[config.mk]
export PLATFORM = sky130hd
export DESIGN_NAME = ctrl_seq
export DESIGN_NICKNAME = d
export VERILOG_FILES = /design/src/rtl/ctrl_seq.sv
export SDC_FILE = /design/constraint.sdc
export NUM_CORES = 1
export LEC_CHECK = 0
export CORE_UTILIZATION = 41
export CTS_CLUSTER_SIZE = 24
export DETAILED_ROUTE_END_ITERATION = 10
export MAX_ROUTING_LAYER = met4
export PLACE_DENSITY = 0.75
export SLEW_MARGIN = 40
export SYNTH_ARGS = -nofsm -noshare
export SYNTH_HDL_FRONTEND = slang
export SYNTH_SLANG_ARGS = --single-unit
[constraint.sdc]
create_clock -name clk -period 2.5 [get_ports clk]
set_input_delay 0.5 -clock clk [delete_from_list [all_inputs] [get_ports clk]]
set_output_delay 0.5 -clock clk [all_outputs]
set_load 0.05 [all_outputs]
[src/rtl/ctrl_seq.sv]
// ctrl_seq: microcoded-style control sequencer for a simple accumulator CPU.
// Fetches an instruction (PC -> MAR -> MEM -> MDR -> IR), decodes it and
// steps the datapath through the execute cycles, driving registered strobes.
//
// Parameters:
//   IW  instruction width; opcode = inst[IW-1:IW-3], mode = inst[IW-4:IW-5]
//   AW  operand width; operand = inst[AW-1:0], must satisfy AW <= IW-5
//
// Ports:
//   clk        rising-edge clock
//   reset      asynchronous active-high reset
//   run        level; permits starting/continuing instruction fetch
//   inst       current IR contents, sampled in DEC
//   mem_ready  completes the current memory read/write
//   ctl        registered datapath strobes:
//              [0]pc_rd [1]pc_wr [2]pc_inc [3]mar_rd [4]mar_wr [5]mem_rd
//              [6]mem_wr [7]mdr_rd [8]mdr_wr_mem [9]mdr_wr_bus [10]ir_rd
//              [11]ir_wr [12]ac_rd [13]ac_wr [14]alu_en
//   alu_op     000 pass A, 001 pass B, 011 A+B, 100 A-B
//   state      current FSM state encoding (debug)
//   halted     high while in HALT
//   illegal    one-cycle pulse in DEC for an undecodable opcode/mode pair
//
// Build option: define CTRL_SEQ_INDIRECT_EN to make mode 10 an indirect
// addressing mode (EX_ADR -> EX_MEM -> EX_IND -> EX_MEM -> EX_ALU/EX_ST);
// without it mode 10 is illegal.

module ctrl_seq #(
    parameter int IW = 18,
    parameter int AW = 13
) (
    input  logic          clk,
    input  logic          reset,
    input  logic          run,
    input  logic [IW-1:0] inst,
    input  logic          mem_ready,
    output logic [14:0]   ctl,
    output logic [2:0]    alu_op,
    output logic [3:0]    state,
    output logic          halted,
    output logic          illegal
);

    generate
        if (AW > IW - 5) begin : g_aw_check
            $error("ctrl_seq: AW must not exceed IW-5");
        end
    endgenerate

`ifdef CTRL_SEQ_INDIRECT_EN
    localparam bit P_INDIRECT = 1'b1;
`else
    localparam bit P_INDIRECT = 1'b0;
`endif

    typedef enum logic [3:0] {
        S_IDLE   = 4'd0,
        S_F_ADR  = 4'd1,
        S_F_MEM  = 4'd2,
        S_F_IR   = 4'd3,
        S_DEC    = 4'd4,
        S_EX_ADR = 4'd5,
        S_EX_MEM = 4'd6,
        S_EX_IND = 4'd7,
        S_EX_ALU = 4'd8,
        S_EX_ST  = 4'd9,
        S_EX_WR  = 4'd10,
        S_HALT   = 4'd11
    } state_t;

    localparam logic [2:0] OP_ADD = 3'b000, OP_LOAD = 3'b001, OP_STORE = 3'b010,
                           OP_JMP = 3'b011, OP_SUB  = 3'b100, OP_HALT  = 3'b111;

    localparam int PC_RD = 0, PC_WR = 1, PC_INC = 2, MAR_RD = 3, MAR_WR = 4,
                   MEM_RD = 5, MEM_WR = 6, MDR_RD = 7, MDR_WR_MEM = 8,
                   MDR_WR_BUS = 9, IR_RD = 10, IR_WR = 11, AC_RD = 12,
                   AC_WR = 13, ALU_EN = 14;

    state_t        r_state, w_next, w_disp, w_end;
    logic [IW-1:0] r_inst, w_cur;
    logic          r_ind_done;
    logic [14:0]   r_ctl, w_ctl_nx;
    logic [2:0]    r_alu_op, w_aluop_nx, w_op;
    logic [1:0]    w_mode;
    logic          r_halted, r_illegal, w_halt_nx, w_ill_nx;
    logic          w_ill, w_ind, w_mem_mode, w_store;
    logic          w_unused_operand;

    // Outputs are registered from the next state, so the instruction that
    // decides them must be visible one cycle early: while in F_IR/DEC the live
    // IR is used, afterwards the copy latched in DEC.
    assign w_cur  = (r_state == S_F_IR || r_state == S_DEC) ? inst : r_inst;
    assign w_op   = w_cur[IW-1 -: 3];
    assign w_mode = w_cur[IW-4 -: 2];
    assign w_ind      = P_INDIRECT && (w_mode == 2'b10);
    assign w_mem_mode = (w_mode == 2'b01) || w_ind;
    assign w_store    = (w_op == OP_STORE);
    assign w_end      = run ? S_F_ADR : S_IDLE;
    assign w_unused_operand = ^r_inst[IW-6:0];

    // Instruction decode: dispatch target and legality
    always_comb begin
        w_disp = S_IDLE;
        w_ill  = 1'b0;
        case (w_op)
            OP_ADD, OP_SUB, OP_LOAD: begin
                if (w_mode == 2'b00)  w_disp = S_EX_ALU;
                else if (w_mem_mode)  w_disp = S_EX_ADR;
                else                  w_ill  = 1'b1;
            end
            OP_STORE: begin
                if (w_mem_mode) w_disp = S_EX_ADR;
                else            w_ill  = 1'b1;
            end
            OP_JMP: begin
                if (w_mode == 2'b00) w_disp = S_EX_ALU;
                else                 w_ill  = 1'b1;
            end
            OP_HALT: begin
                if (w_mode[1] == 1'b0) w_disp = S_HALT;
                else                   w_ill  = 1'b1;
            end
            default: w_ill = 1'b1;
        endcase
    end

    // Next-state logic
    always_comb begin
        w_next = r_state;
        case (r_state)
            S_IDLE:   if (run) w_next = S_F_ADR;
            S_F_ADR:  w_next = S_F_MEM;
            S_F_MEM:  if (mem_ready) w_next = S_F_IR;
            S_F_IR:   w_next = S_DEC;
            S_DEC:    w_next = w_ill ? w_end : w_disp;
            S_EX_ADR: w_next = (w_store && !w_ind) ? S_EX_ST : S_EX_MEM;
            S_EX_MEM: begin
                if (mem_ready) begin
                    if (w_ind && !r_ind_done) w_next = S_EX_IND;
                    else if (w_store)         w_next = S_EX_ST;
                    else                      w_next = S_EX_ALU;
                end
            end
            S_EX_IND: w_next = S_EX_MEM;
            S_EX_ALU: w_next = w_end;
            S_EX_ST:  w_next = S_EX_WR;
            S_EX_WR:  if (mem_ready) w_next = w_end;
            S_HALT:   w_next = S_HALT;
            default:  w_next = S_IDLE;
        endcase
    end

    // Moore outputs for the state being entered
    always_comb begin
        w_ctl_nx   = '0;
        w_aluop_nx = 3'b000;
        w_halt_nx  = 1'b0;
        w_ill_nx   = 1'b0;
        case (w_next)
            S_F_ADR: begin
                w_ctl_nx[PC_RD] = 1'b1; w_ctl_nx[ALU_EN] = 1'b1; w_ctl_nx[MAR_WR] = 1'b1;
            end
            S_F_MEM, S_EX_MEM: begin
                w_ctl_nx[MAR_RD] = 1'b1; w_ctl_nx[MEM_RD] = 1'b1; w_ctl_nx[MDR_WR_MEM] = 1'b1;
            end
            S_F_IR: begin
                w_ctl_nx[MDR_RD] = 1'b1; w_ctl_nx[ALU_EN] = 1'b1; w_ctl_nx[IR_WR] = 1'b1;
                w_ctl_nx[PC_INC] = 1'b1; w_aluop_nx = 3'b001;
            end
            S_DEC: w_ill_nx = w_ill;
            S_EX_ADR: begin
                w_ctl_nx[IR_RD] = 1'b1; w_ctl_nx[ALU_EN] = 1'b1; w_ctl_nx[MAR_WR] = 1'b1;
                w_aluop_nx = 3'b001;
            end
            S_EX_IND: begin
                w_ctl_nx[MDR_RD] = 1'b1; w_ctl_nx[ALU_EN] = 1'b1; w_ctl_nx[MAR_WR] = 1'b1;
                w_aluop_nx = 3'b001;
            end
            S_EX_ALU: begin
                w_ctl_nx[ALU_EN] = 1'b1;
                if (w_op == OP_JMP) begin
                    w_ctl_nx[IR_RD] = 1'b1; w_ctl_nx[PC_WR] = 1'b1; w_aluop_nx = 3'b001;
                end else begin
                    w_ctl_nx[AC_RD] = 1'b1; w_ctl_nx[AC_WR] = 1'b1;
                    if (w_mode == 2'b00) w_ctl_nx[IR_RD]  = 1'b1;
                    else                 w_ctl_nx[MDR_RD] = 1'b1;
                    case (w_op)
                        OP_ADD:  w_aluop_nx = 3'b011;
                        OP_SUB:  w_aluop_nx = 3'b100;
                        default: w_aluop_nx = 3'b001;
                    endcase
                end
            end
            S_EX_ST: begin
                w_ctl_nx[AC_RD] = 1'b1; w_ctl_nx[ALU_EN] = 1'b1; w_ctl_nx[MDR_WR_BUS] = 1'b1;
            end
            S_EX_WR: begin
                w_ctl_nx[MAR_RD] = 1'b1; w_ctl_nx[MDR_RD] = 1'b1; w_ctl_nx[MEM_WR] = 1'b1;
            end
            S_HALT:  w_halt_nx = 1'b1;
            default: ;
        endcase
    end

    always_ff @(posedge clk or posedge reset) begin
        if (reset) begin
            r_state    <= S_IDLE;
            r_ctl      <= '0;
            r_alu_op   <= 3'b000;
            r_halted   <= 1'b0;
            r_illegal  <= 1'b0;
            r_inst     <= '0;
            r_ind_done <= 1'b0;
        end else begin
            r_state   <= w_next;
            r_ctl     <= w_ctl_nx;
            r_alu_op  <= w_aluop_nx;
            r_halted  <= w_halt_nx;
            r_illegal <= w_ill_nx;
            if (r_state == S_DEC) begin
                r_inst     <= inst;
                r_ind_done <= 1'b0;
            end
            if (r_state == S_EX_IND) r_ind_done <= 1'b1;
        end
    end

    assign ctl     = r_ctl;
    assign alu_op  = r_alu_op;
    assign state   = r_state;
    assign halted  = r_halted;
    assign illegal = r_illegal;

endmodule

==> flow_metrics.tcl <==
set metrics [dict create \
    antenna_found_initial 0 \
    drc 0 \
    ys_types 42 \
    cellPowerDensity_nw_per_um2 1330 \
    synthArstFlopShare 1.00 \
    grt_pass1_vias 1095 \
    initial_core_util 0.428 \
    p_leak_uw 0.000885 \
    status "finished, final reports clean" \
    grt_overflow 0 \
    crit_chain "nor4b_4 -> a31oi_4 -> mux2_4 -> or4_4 -> o22a_4 -> nand2_8 -> nor4b_4" \
    via_per_inst 5.21 \
    port_buffers 32 \
    maxCapViolations 0 \
    placed_cells 224 \
    pre_cts_ws_ns 0.0504 \
    clkTransAtPathRegs_ns 0.14 \
    setup_viol 0 \
    ff2ff_setup_slack_ns 0.05 \
    syn_inst 136 \
    antenna_cells 0 \
    track_usage 0.185 \
    slew_violations 0 \
    clk_latency_ns 0.32 \
    die_h_um 61.0 \
    r2r-end "ctl[0]$_DFF_PP0_" \
    crit_path_start "state[1]$_DFF_PP0_" \
    final-hold-violation-count 0 \
    grt_max_degree 28 \
    first_iter_violations 29 \
    cts.path.max_buffers 2 \
    wl_per_cell_um 13.6 \
    synth_edf_count 0 \
    whs_ns 0.510 \
    hpwl_mm 2.33 \
    fmax_mhz 409 \
    synth_seq_cells 27 \
    grt_pass1_wl_mm 4.85 \
    die_x_um 61.0 \
    crit_top_cell "nor4b_4" \
    cp-endpoint "ctl[0]$_DFF_PP0_" \
    final_common_cell "clkdlybuf4s50_1" \
    syn-mean-instance-area_um2 10.5 \
    synth_nets 158 \
    ir_drop_uv 588 \
    rsz0062_at_grt "yes" \
    synth_area_um2 1430 \
    wirelength_mm 3.16 \
    critical_path_class "reg -> reg" \
    ys_warn_count 0 \
    design.core.area_um2 3340 \
    postCtsHoldBufs 0 \
    setup_ws_ns 0.0527 \
    first_pass_iters 4 \
    period_needed_ns 2.45 \
    relSlewSlack 0.661 \
    ff2ff_path_depth 7 \
    drive_above_1_share 0.262 \
    fin_skew_ns 0.00257 \
    dr_total_vias 1214 \
    htree_levels 1 \
    max_stage_delay_ns 0.53 \
    cts_buffers 3 \
    hold_path.class "in -> async" \
    worst_pin_slew_ns 0.507 \
    dieArea_um2 3720 \
    r2r-start "state[1]$_DFF_PP0_" \
    required_ns 2.75 \
    clockRootBuffer "clkbuf_4" \
    crit_fanout 8 \
    arrival_ns 2.69 \
    syn_to_final_growth_pct 39.4 \
    stdcell_count 233 \
    endpoint_kind "flop" \
    pin_count 46 \
    routabilityCongestion 0.876 \
    cp_slowest_cell "or4_4" \
    final_antenna_net_count 0 \
    power_uw 2650 \
    finalCritPeriodShare 0.979 \
    final_cell_mix "32 x clkdlybuf4s50_1, 23 x dfrtp_1, 18 x buf_4" \
    clock_sinks 27 \
    rows 21 \
    nets 210 \
    synth-seq-area-share 0.473 \
    cts_tree "done" \
    cp-start-kind "flop" \
    synthFlopType "dfrtp_1" \
]
-- cells in the mapped netlist (2+ instances only) --
master     n  share of area
nor2b_1    5          0.022
a21o_1     2          0.011
inv_1      9          0.024
dfrtp_1   27           0.47
nor3_1     5          0.018
o21ai_0    5          0.018
nor4b_4    2          0.033
nand3b_1   2          0.011
o31ai_1    2          0.011
mux2_2     7          0.055
nor2_1    13          0.034
buf_4      2          0.011
a21oi_1    5          0.018
mux2i_1    3          0.021
and2_1     2         0.0088
nand2_1   11          0.029
nand2b_1   2         0.0088
nand3_1    6          0.021
and3_1     3          0.013
-- routing by layer --
metal  share of wire  track usage  wire length [um]  vias up
met4          0.0098       0.0584                31        0
met3           0.034       0.0252               106        4
met5               0            -                 0        -
li1                -            -                 -      577
met2            0.52        0.305              1630       39
met1            0.44        0.237              1390      594
-- state kept, by name (all words and copies together), names as in the netlist --
name / cells
ctl: 13
r_inst: 5
state: 4
alu_op: 3
halted: 1
illegal: 1
-- repair_timing --
action                     in CTS  in global routing
resized for setup               0                  7
setup buffers                   0                  5
setup endpoints to repair       1                 12
pin swaps                       1                  5
-- worst min path at each step --
| stage | endpoint |
|---|---|
| finish | ctl[1]$_DFF_PP0_ |
| global route | r_inst[14]$_DFFE_PP0P_ |
| CTS | ctl[11]$_DFF_PP0_ |
| detailed placement | r_inst[14]$_DFFE_PP0P_ |
| global placement | r_inst[14]$_DFFE_PP0P_ |
| floorplan | r_inst[14]$_DFFE_PP0P_ |
-- where the power goes --
part           leakage, uW  total [uW]  internal (uW)  switching (uW)
clock network    0.0000139         190           61.2             129
registers         0.000350         691            583             109
logic             0.000521        1770            759            1010
total             0.000885        2650           1400            1250
-- final cells by class --
type	instances	area [um2]
Inverter	9	33.8
Clock inverter	1	7.51
Clock buffer	3	22.5
Sequential cell	27	681
Multi-Input combinational cell	96	721
Timing Repair Buffer	51	467
Fill cell	291	1350
Tap cell	46	57.6
-- stage by stage --
step / setup TNS (ns) / util / cell area [um2]
6_report: 0 / 0.596 / 1990
5_1_grt: -0.0397 / 0.596 / 1990
4_1_cts: 0 / 0.576 / 1920
3_5_place_dp: 0 / 0.567 / 1890
3_3_place_gp: 0 / 0.567 / 1890
2_1_floorplan: -2.67 / - / 1450
-- cell families after synthesis --
group | count (synthesis) | synth area share
simple gates | 58 | 0.245
flops | 27 | 0.473
buf+inv | 13 | 0.0456
xor+xnor | 1 | 0.00614
compound gates | 25 | 0.136
mux | 11 | 0.0868
fa+ha+maj | 1 | 0.00701
-- critical path: cells and delay by family (launching register included) --
kind / cells / cell delay, ns
AO/OA/AOI/OAI: 2 / 0.40
flip-flops: 1 / 0.47
multiplexers: 1 / 0.33
AND/OR/NAND/NOR: 4 / 1.16
Power figures use the tool's default switching activity.
